### src/rtl/fetcher_pkg.sv
// Shared definitions for the instruction fetcher: RV opcode constants, the
// instruction format type, the FIFO entry layout and the decode helpers
// (format lookup, legality check, immediate generation).
package fetcher_pkg;

    // Base opcodes recognised by the decoder.
    localparam logic [6:0] OP_LOAD     = 7'h03;
    localparam logic [6:0] OP_MISC_MEM = 7'h0F;
    localparam logic [6:0] OP_IMM      = 7'h13;
    localparam logic [6:0] OP_AUIPC    = 7'h17;
    localparam logic [6:0] OP_IMM_32   = 7'h1B;
    localparam logic [6:0] OP_STORE    = 7'h23;
    localparam logic [6:0] OP_OP       = 7'h33;
    localparam logic [6:0] OP_LUI      = 7'h37;
    localparam logic [6:0] OP_OP_32    = 7'h3B;
    localparam logic [6:0] OP_BRANCH   = 7'h63;
    localparam logic [6:0] OP_JALR     = 7'h67;
    localparam logic [6:0] OP_JAL      = 7'h6F;
    localparam logic [6:0] OP_SYSTEM   = 7'h73;

    localparam int WORD_W  = 32;
    localparam int OFF_W   = 9;
    localparam int ENTRY_W = WORD_W + OFF_W;

    typedef enum logic [2:0] {FMT_R, FMT_I, FMT_S, FMT_B, FMT_U, FMT_J} instr_fmt_e;

    // One FIFO slot: the instruction word and its byte offset in the line.
    typedef struct packed {
        logic [OFF_W-1:0]  off;
        logic [WORD_W-1:0] word;
    } fifo_entry_t;

    // Immediate format implied by the opcode; R covers everything without an immediate.
    function automatic instr_fmt_e fmt_of(input logic [6:0] op);
        instr_fmt_e fmt;
        case (op)
            OP_LOAD, OP_IMM, OP_IMM_32, OP_JALR, OP_SYSTEM: fmt = FMT_I;
            OP_STORE:                                       fmt = FMT_S;
            OP_BRANCH:                                      fmt = FMT_B;
            OP_LUI, OP_AUIPC:                               fmt = FMT_U;
            OP_JAL:                                         fmt = FMT_J;
            default:                                        fmt = FMT_R;
        endcase
        return fmt;
    endfunction

    // A word is legal when it is a 32-bit encoding with a known base opcode.
    function automatic logic is_legal(input logic [31:0] instr);
        logic known;
        case (instr[6:0])
            OP_LOAD, OP_MISC_MEM, OP_IMM, OP_AUIPC, OP_IMM_32, OP_STORE, OP_OP,
            OP_LUI, OP_OP_32, OP_BRANCH, OP_JALR, OP_JAL, OP_SYSTEM: known = 1'b1;
            default:                                                 known = 1'b0;
        endcase
        return known && (instr[1:0] == 2'b11);
    endfunction

    // Immediate assembled to 32 bits per format, then sign-extended from bit 31.
    function automatic logic [63:0] imm_gen(input logic [31:0] instr);
        logic [31:0] imm32;
        case (fmt_of(instr[6:0]))
            FMT_I:   imm32 = {{20{instr[31]}}, instr[31:20]};
            FMT_S:   imm32 = {{20{instr[31]}}, instr[31:25], instr[11:7]};
            FMT_B:   imm32 = {{19{instr[31]}}, instr[31], instr[7], instr[30:25],
                              instr[11:8], 1'b0};
            FMT_U:   imm32 = {instr[31:12], 12'b0};
            FMT_J:   imm32 = {{11{instr[31]}}, instr[31], instr[19:12], instr[20],
                              instr[30:21], 1'b0};
            default: imm32 = '0;
        endcase
        return {{32{imm32[31]}}, imm32};
    endfunction

endpackage

### src/rtl/fetcher_fifo.sv
// Dual-push, single-pop FIFO. Up to two words enter per cycle (port a is
// always placed ahead of port b); one word leaves per cycle. Space is judged
// on the occupancy at the start of the cycle, so a simultaneous pop does not
// make room for that cycle's pushes. When space runs short, port b is
// refused before port a, and 'dropped' flags any refused request.
module fetcher_fifo #(
    parameter int DEPTH = 8,
    parameter int WIDTH = 41
) (
    input  logic             clk,
    input  logic             reset,
    input  logic             push_a,
    input  logic [WIDTH-1:0] data_a,
    input  logic             push_b,
    input  logic [WIDTH-1:0] data_b,
    input  logic             pop,
    output logic [WIDTH-1:0] head,
    output logic             empty,
    output logic             dropped
);

    localparam int AW = $clog2(DEPTH);
    localparam logic [AW:0] DEPTH_L = (AW+1)'(DEPTH);

    logic [WIDTH-1:0] mem [DEPTH];
    logic [AW-1:0]    wr_ptr;
    logic [AW-1:0]    rd_ptr;
    logic [AW:0]      level;
    logic [AW:0]      free;
    logic             acc_a;
    logic             acc_b;
    logic             do_pop;
    logic [1:0]       n_push;
    logic [AW-1:0]    wr_ptr_b;

    assign free     = DEPTH_L - level;
    assign empty    = (level == '0);
    assign do_pop   = pop && !empty;
    assign n_push   = {1'b0, acc_a} + {1'b0, acc_b};
    assign wr_ptr_b = wr_ptr + AW'(acc_a);
    assign head     = mem[rd_ptr];

    // Decide which push requests fit; port b needs a second free slot when port a also pushes.
    always_comb begin
        // NOTE: every output of a combinational block gets a default first so no path leaves it unassigned (which would infer a latch).
        acc_a   = 1'b0;
        acc_b   = 1'b0;
        dropped = 1'b0;
        if (push_a && (free != '0)) begin
            acc_a = 1'b1;
        end
        if (push_b && (free >= (push_a ? (AW+1)'(2) : (AW+1)'(1)))) begin
            acc_b = 1'b1;
        end
        if ((push_a && !acc_a) || (push_b && !acc_b)) begin
            dropped = 1'b1;
        end
    end

    // Storage array: written at the write pointer, port a first then port b.
    // NOTE: the data array is not reset; the pointers and level alone define which slots are valid.
    always_ff @(posedge clk) begin
        if (acc_a) begin
            mem[wr_ptr] <= data_a;
        end
        if (acc_b) begin
            mem[wr_ptr_b] <= data_b;
        end
    end

    // Pointers and occupancy: level = old + pushes - pops, pointers wrap modulo DEPTH.
    always_ff @(posedge clk) begin
        // NOTE: sequential state uses non-blocking assignments so every register samples pre-edge values.
        if (!reset) begin
            wr_ptr <= '0;
            rd_ptr <= '0;
            level  <= '0;
        end else begin
            wr_ptr <= wr_ptr + AW'(n_push);
            rd_ptr <= rd_ptr + AW'(do_pop);
            level  <= level + (AW+1)'(n_push) - (AW+1)'(do_pop);
        end
    end

endmodule

### src/rtl/fetcher.sv
// Instruction unpacker: splits each 64-bit bus beat into two 32-bit
// instructions (low word first), skips all-zero padding words, queues them
// with their byte offsets and presents the head with decoded fields.
// Tracks the end of the fetch stream and raises a sticky done once drained.
// Optional build macro FETCHER_TRACE_EN adds simulation-only pop tracing.
module fetcher
    import fetcher_pkg::*;
#(
    parameter int FIFO_DEPTH = 8
) (
    input  logic        clk,
    input  logic        reset,
    input  logic        fetch_en,
    input  logic [63:0] data,
    input  logic [5:0]  count,
    input  logic        end_of_cycle,
    input  logic        instr_ready,
    output logic        instr_valid,
    output logic [31:0] instr,
    output logic [8:0]  instr_off,
    output logic [6:0]  opcode,
    output logic [4:0]  rd,
    output logic [2:0]  funct3,
    output logic [4:0]  rs1,
    output logic [4:0]  rs2,
    output logic [6:0]  funct7,
    output logic [63:0] imm,
    output logic        illegal,
    output logic        overflow,
    output logic        done
);

    logic        ended;
    logic        take_beat;
    logic        push_lo;
    logic        push_hi;
    logic        pop;
    logic        fifo_empty;
    logic        dropped;
    fifo_entry_t lo_entry;
    fifo_entry_t hi_entry;
    fifo_entry_t head;

    // Beats are accepted until the end marker has been registered; zero words are padding.
    assign take_beat = fetch_en && !ended;
    assign push_lo   = take_beat && (data[31:0]  != 32'h0);
    assign push_hi   = take_beat && (data[63:32] != 32'h0);
    assign lo_entry  = '{off: {count, 3'b000}, word: data[31:0]};
    assign hi_entry  = '{off: {count, 3'b100}, word: data[63:32]};

    fetcher_fifo #(
        .DEPTH (FIFO_DEPTH),
        .WIDTH (ENTRY_W)
    ) u_fifo (
        .clk     (clk),
        .reset   (reset),
        .push_a  (push_lo),
        .data_a  (lo_entry),
        .push_b  (push_hi),
        .data_b  (hi_entry),
        .pop     (pop),
        .head    (head),
        .empty   (fifo_empty),
        .dropped (dropped)
    );

    // Head presentation: zeroed while empty so idle outputs are all 0.
    assign instr_valid = !fifo_empty;
    assign pop         = instr_valid && instr_ready;
    assign instr       = instr_valid ? head.word : '0;
    assign instr_off   = instr_valid ? head.off  : '0;

    // Field extraction is pure slicing of the presented word.
    assign opcode  = instr[6:0];
    assign rd      = instr[11:7];
    assign funct3  = instr[14:12];
    assign rs1     = instr[19:15];
    assign rs2     = instr[24:20];
    assign funct7  = instr[31:25];
    assign imm     = imm_gen(instr);
    assign illegal = instr_valid && !is_legal(instr);

    // Sticky status: end seen, word dropped on a full FIFO, and drained after end.
    always_ff @(posedge clk) begin
        if (!reset) begin
            ended    <= 1'b0;
            overflow <= 1'b0;
            done     <= 1'b0;
        end else begin
            if (end_of_cycle) begin
                ended <= 1'b1;
            end
            if (dropped) begin
                overflow <= 1'b1;
            end
            if (ended && fifo_empty) begin
                done <= 1'b1;
            end
        end
    end

`ifdef FETCHER_TRACE_EN
    logic [31:0] pop_total;
    logic        done_rise;

    assign done_rise = ended && fifo_empty && !done;

    // Simulation trace: log each popped instruction and the total when done rises.
    always_ff @(posedge clk) begin
        if (!reset) begin
            pop_total <= '0;
        end else begin
            if (pop) begin
                pop_total <= pop_total + 32'd1;
                $display("%0h: %08h", instr_off, instr);
            end
            if (done_rise) begin
                $display("fetcher: %0d instructions popped", pop_total);
            end
        end
    end
`else
`endif

endmodule

### config.mk
export PLATFORM = sky130hd
export DESIGN_NAME = fetcher
export DESIGN_NICKNAME = d
export VERILOG_FILES = /design/src/rtl/fetcher_pkg.sv /design/src/rtl/fetcher_fifo.sv /design/src/rtl/fetcher.sv
export SDC_FILE = /design/constraint.sdc
export NUM_CORES = 1
export LEC_CHECK = 0
export CORE_MARGIN = 2
export CORE_UTILIZATION = 40
export DETAILED_ROUTE_END_ITERATION = 16
export HOLD_SLACK_MARGIN = 0.03
export SETUP_SLACK_MARGIN = 0.15
export SLEW_MARGIN = 25
export SYNTH_ARGS = -nofsm -noshare
export SYNTH_HDL_FRONTEND = slang
export SYNTH_HIERARCHICAL = 1
export SYNTH_SLANG_ARGS = --single-unit
export TNS_END_PERCENT = 30
### constraint.sdc
create_clock -name clk -period 14.6 [get_ports clk]
set_input_delay 1.46 -clock clk [delete_from_list [all_inputs] [get_ports clk]]
set_output_delay 1.46 -clock clk [all_outputs]
set_load 0.02 [all_outputs]
==> flow_summary.ini <==
[sta]
rsz0062_at_grt = false
setup_tns_ps = 0
maxSlewHeadroom = 0.354
setup_viol = 0
clock_skew_ps = 17.1
post-route-period-util = 0.468
slew_viol_final = 0
fin_crit_ps = 6830
worst_pin_slew_ps = 964
finalHoldViolations = 0
max_freq_mhz = 146

[synth]
syn_area_per_cell_sq_um = 15.8
ys.flop_type = edfxtp_1
netlist_instances = 1198
synth_warnings = 6
synth.distinct_cells = 65
ys_seq_elements = 341
async_flop_share = 0
syn_area_sq_um = 19000
synth_edf_count = 328
ys_seq_area_frac = 0.533

[clocking]
cts_tree = yes
ctsRootBufferMaster = clkbuf_16
cts_resized = 0
clk_pin_slew_worst_paths_ps = 50
cts.sink_count = 341
htreeDepth = 2
clock_latency_ps = 550
postCtsSetupRepairBufs = 0
postCtsHoldBufs = 0
clock_path_buffers = 3
cts-buffers-inserted = 40

[global_routing]
grt_max_degree = 53
grt_overflow = 0
use_met1 = 0.286
use_met3 = 0.0379
grt_pass1_vias = 11600
antenna_found_initial = 1
busiest_layer = met2
grt_pass1_wl_um = 78200
use_met2 = 0.367
grt_usage = 0.215

[pwr]
sequentialPowerShare = 0.319
switching_power_mw = 1.54
ir_drop_uv = 91.0
power.internal_mw = 2.71
leakagePower_nw = 7.38
sw_frac_of_total = 0.363
finalPower_mw = 4.25
power_density_nw_per_um2 = 188
p_comb_frac = 0.461
p_clk_frac = 0.221

[setup_path]
critPathArrivalTime_ps = 5370
crit_path_top_delay_cell = nor3_2
reg2reg_slack_ps = 10250
cp_cell_sequence = buf_12 > mux4_2 > mux2_2 > nand4bb_1 > nor3_2 > o21ai_1 > a21oi_4 > clkdlybuf4s50_1
r2r-start = u_fifo/level[0]
crit_type = reg -> out
cp_data_required_time_ps = 13140
endpoint_kind = output port
max_stage_delay_ps = 850
r2r_cells = 12
start_kind = register
crit_start = u_fifo/rd_ptr[0]
rr_endpoint = u_fifo/mem[4][35]
path_max_fanout = 33

[cells_and_area]
drive_gt1_frac = 0.392
final_core_util = 0.485
antenna-diode-count = 0
areaGrowthSynthToFinish_pct = 19.3
stdcell_count = 2024
fin_nets = 1481

[placement]
hpwlAfterDp_um = 31500
io_buffers = 215
dp.cells = 1952
place_congestion = 0.775

[floorplanning]
die_w_um = 222
dieArea_sq_um = 49200
initial_core_util = 0.407
die_h_um = 222
core_area_sq_um = 46700
fp-row-count = 79
num_io_pins = 216

[hold_path]
min_to = ended
hold_path_depth = 1
hp-class = reg -> reg
min_from = ended

[run]
drv_cap = 0

[route]
antenna_left = 0
drt_pre_antenna_iters = 5
wirelength_um = 52800
drt_iter0_markers = 862
vias = 11200
vias_per_cell = 5.55
drc = 0
wl_per_cell_um = 26.1

[run_status]
status = finished, final reports clean
routing by layer:
layer	vias up	wire length, um	part of all wire
li1	5005	-	-
met1	5796	22700	0.43
met2	368	26200	0.50
met3	63	2950	0.056
met4	2	929	0.018
met5	-	12	0.00023
layout make-up:
type / instances / area, sq um
timing repair buffer: 238 / 2340
inverter: 23 / 86.3
multi-input combinational: 745 / 8150
tap: 607 / 759
sequential: 341 / 10100
clock buffer: 57 / 1090
fill: 4025 / 24000
clock inverter: 13 / 110
critical path: cells and delay by family, from the launching register on:
family          cells  cell delay [ps]
mux                 2              900
simple gates        2             1300
flops               1              680
compound gates      2              890
buf+inv             2             1030
power groups by stage:
stage	combinational, mW	clock, mW	sequential [mW]
floorplan	1.33	0	1.34
global placement	1.94	0	1.39
detailed placement	1.95	0	1.39
CTS	1.96	0.957	1.38
global route	2.07	0.998	1.37
finish	1.96	0.938	1.35
placed cells by master (no fill, tap or decap), drive strengths merged, types with 2 or more instances in the layout:
cell / instances
a211oi: 3
a21boi: 7
a21oi: 18
a31oi: 4
and2: 12
buf: 23
bufinv: 2
clkbuf: 57
clkdlybuf4s50: 215
clkinv: 11
conb: 48
dfxtp: 13
edfxtp: 328
fa: 2
ha: 15
inv: 23
mux2: 369
mux4: 82
nand2: 31
nand2b: 4
nand3: 5
nand4: 4
nand4b: 2
nand4bb: 2
nor2: 8
nor2b: 41
nor3: 11
nor4: 16
o211ai: 10
o21a: 2
o21ai: 10
o21bai: 6
o2bb2ai: 4
or2: 2
or3: 3
or3b: 2
xnor2: 4
xor2: 6
cells by family after synthesis:
| family | after synthesis | share of synthesized area |
|---|---|---|
| other | 2 | 0.000396 |
| muxes | 451 | 0.318 |
| and+or+nand+nor | 146 | 0.0460 |
| AOI/OAI and AO/OA | 73 | 0.0299 |
| DFF | 341 | 0.533 |
| adders and majority gates | 17 | 0.0120 |
| buffers and inverters | 158 | 0.0562 |
| xor gates and xnor gates | 10 | 0.00501 |
cells in the mapped netlist (10+ instances only):
library cell  instances  area (sq um)
inv_1                22          82.6
buf_6                27           304
and2_1               12          75.1
nor4_1               16           100
nand2_1              31           116
mux4_2               82          1850
buf_4                65           488
ha_1                 15           188
a21oi_1              14          70.1
edfxtp_1            328          9850
mux2_2              359          4040
dfxtp_1              13           260
clkbuf_1             20          75.1
buf_2                22           110
nor2b_1              41           257
o211ai_1             10          75.1
flip-flops by register name, summed over array words and instances (netlist names):
register	cells
u_fifo/mem	328
u_fifo/wr_ptr	3
u_fifo/level	4
done	1
overflow	1
u_fifo/rd_ptr	3
ended	1
per-stage QoR:
step           setup WS [ps]  hold slack (ps)  area, sq um
5_1_grt                 7420              507        22600
3_5_place_dp            7870              465        21400
2_1_floorplan           8650              454        19200
3_3_place_gp            7910              461        21400
6_report                7770              480        22600
4_1_cts                 7620              485        22600
how the worst max path moves through the flow:
stage / slack (ps) / depth (start not counted) / to
finish: 7770 / 8 / imm[44]
CTS: 7620 / 7 / imm[34]
floorplan: 8650 / 11 / imm[32]
global route: 7420 / 8 / imm[46]
detailed placement: 7870 / 15 / u_fifo/mem[4][26]
global placement: 7910 / 15 / u_fifo/mem[4][26]
Power figures use the tool's default switching activity.
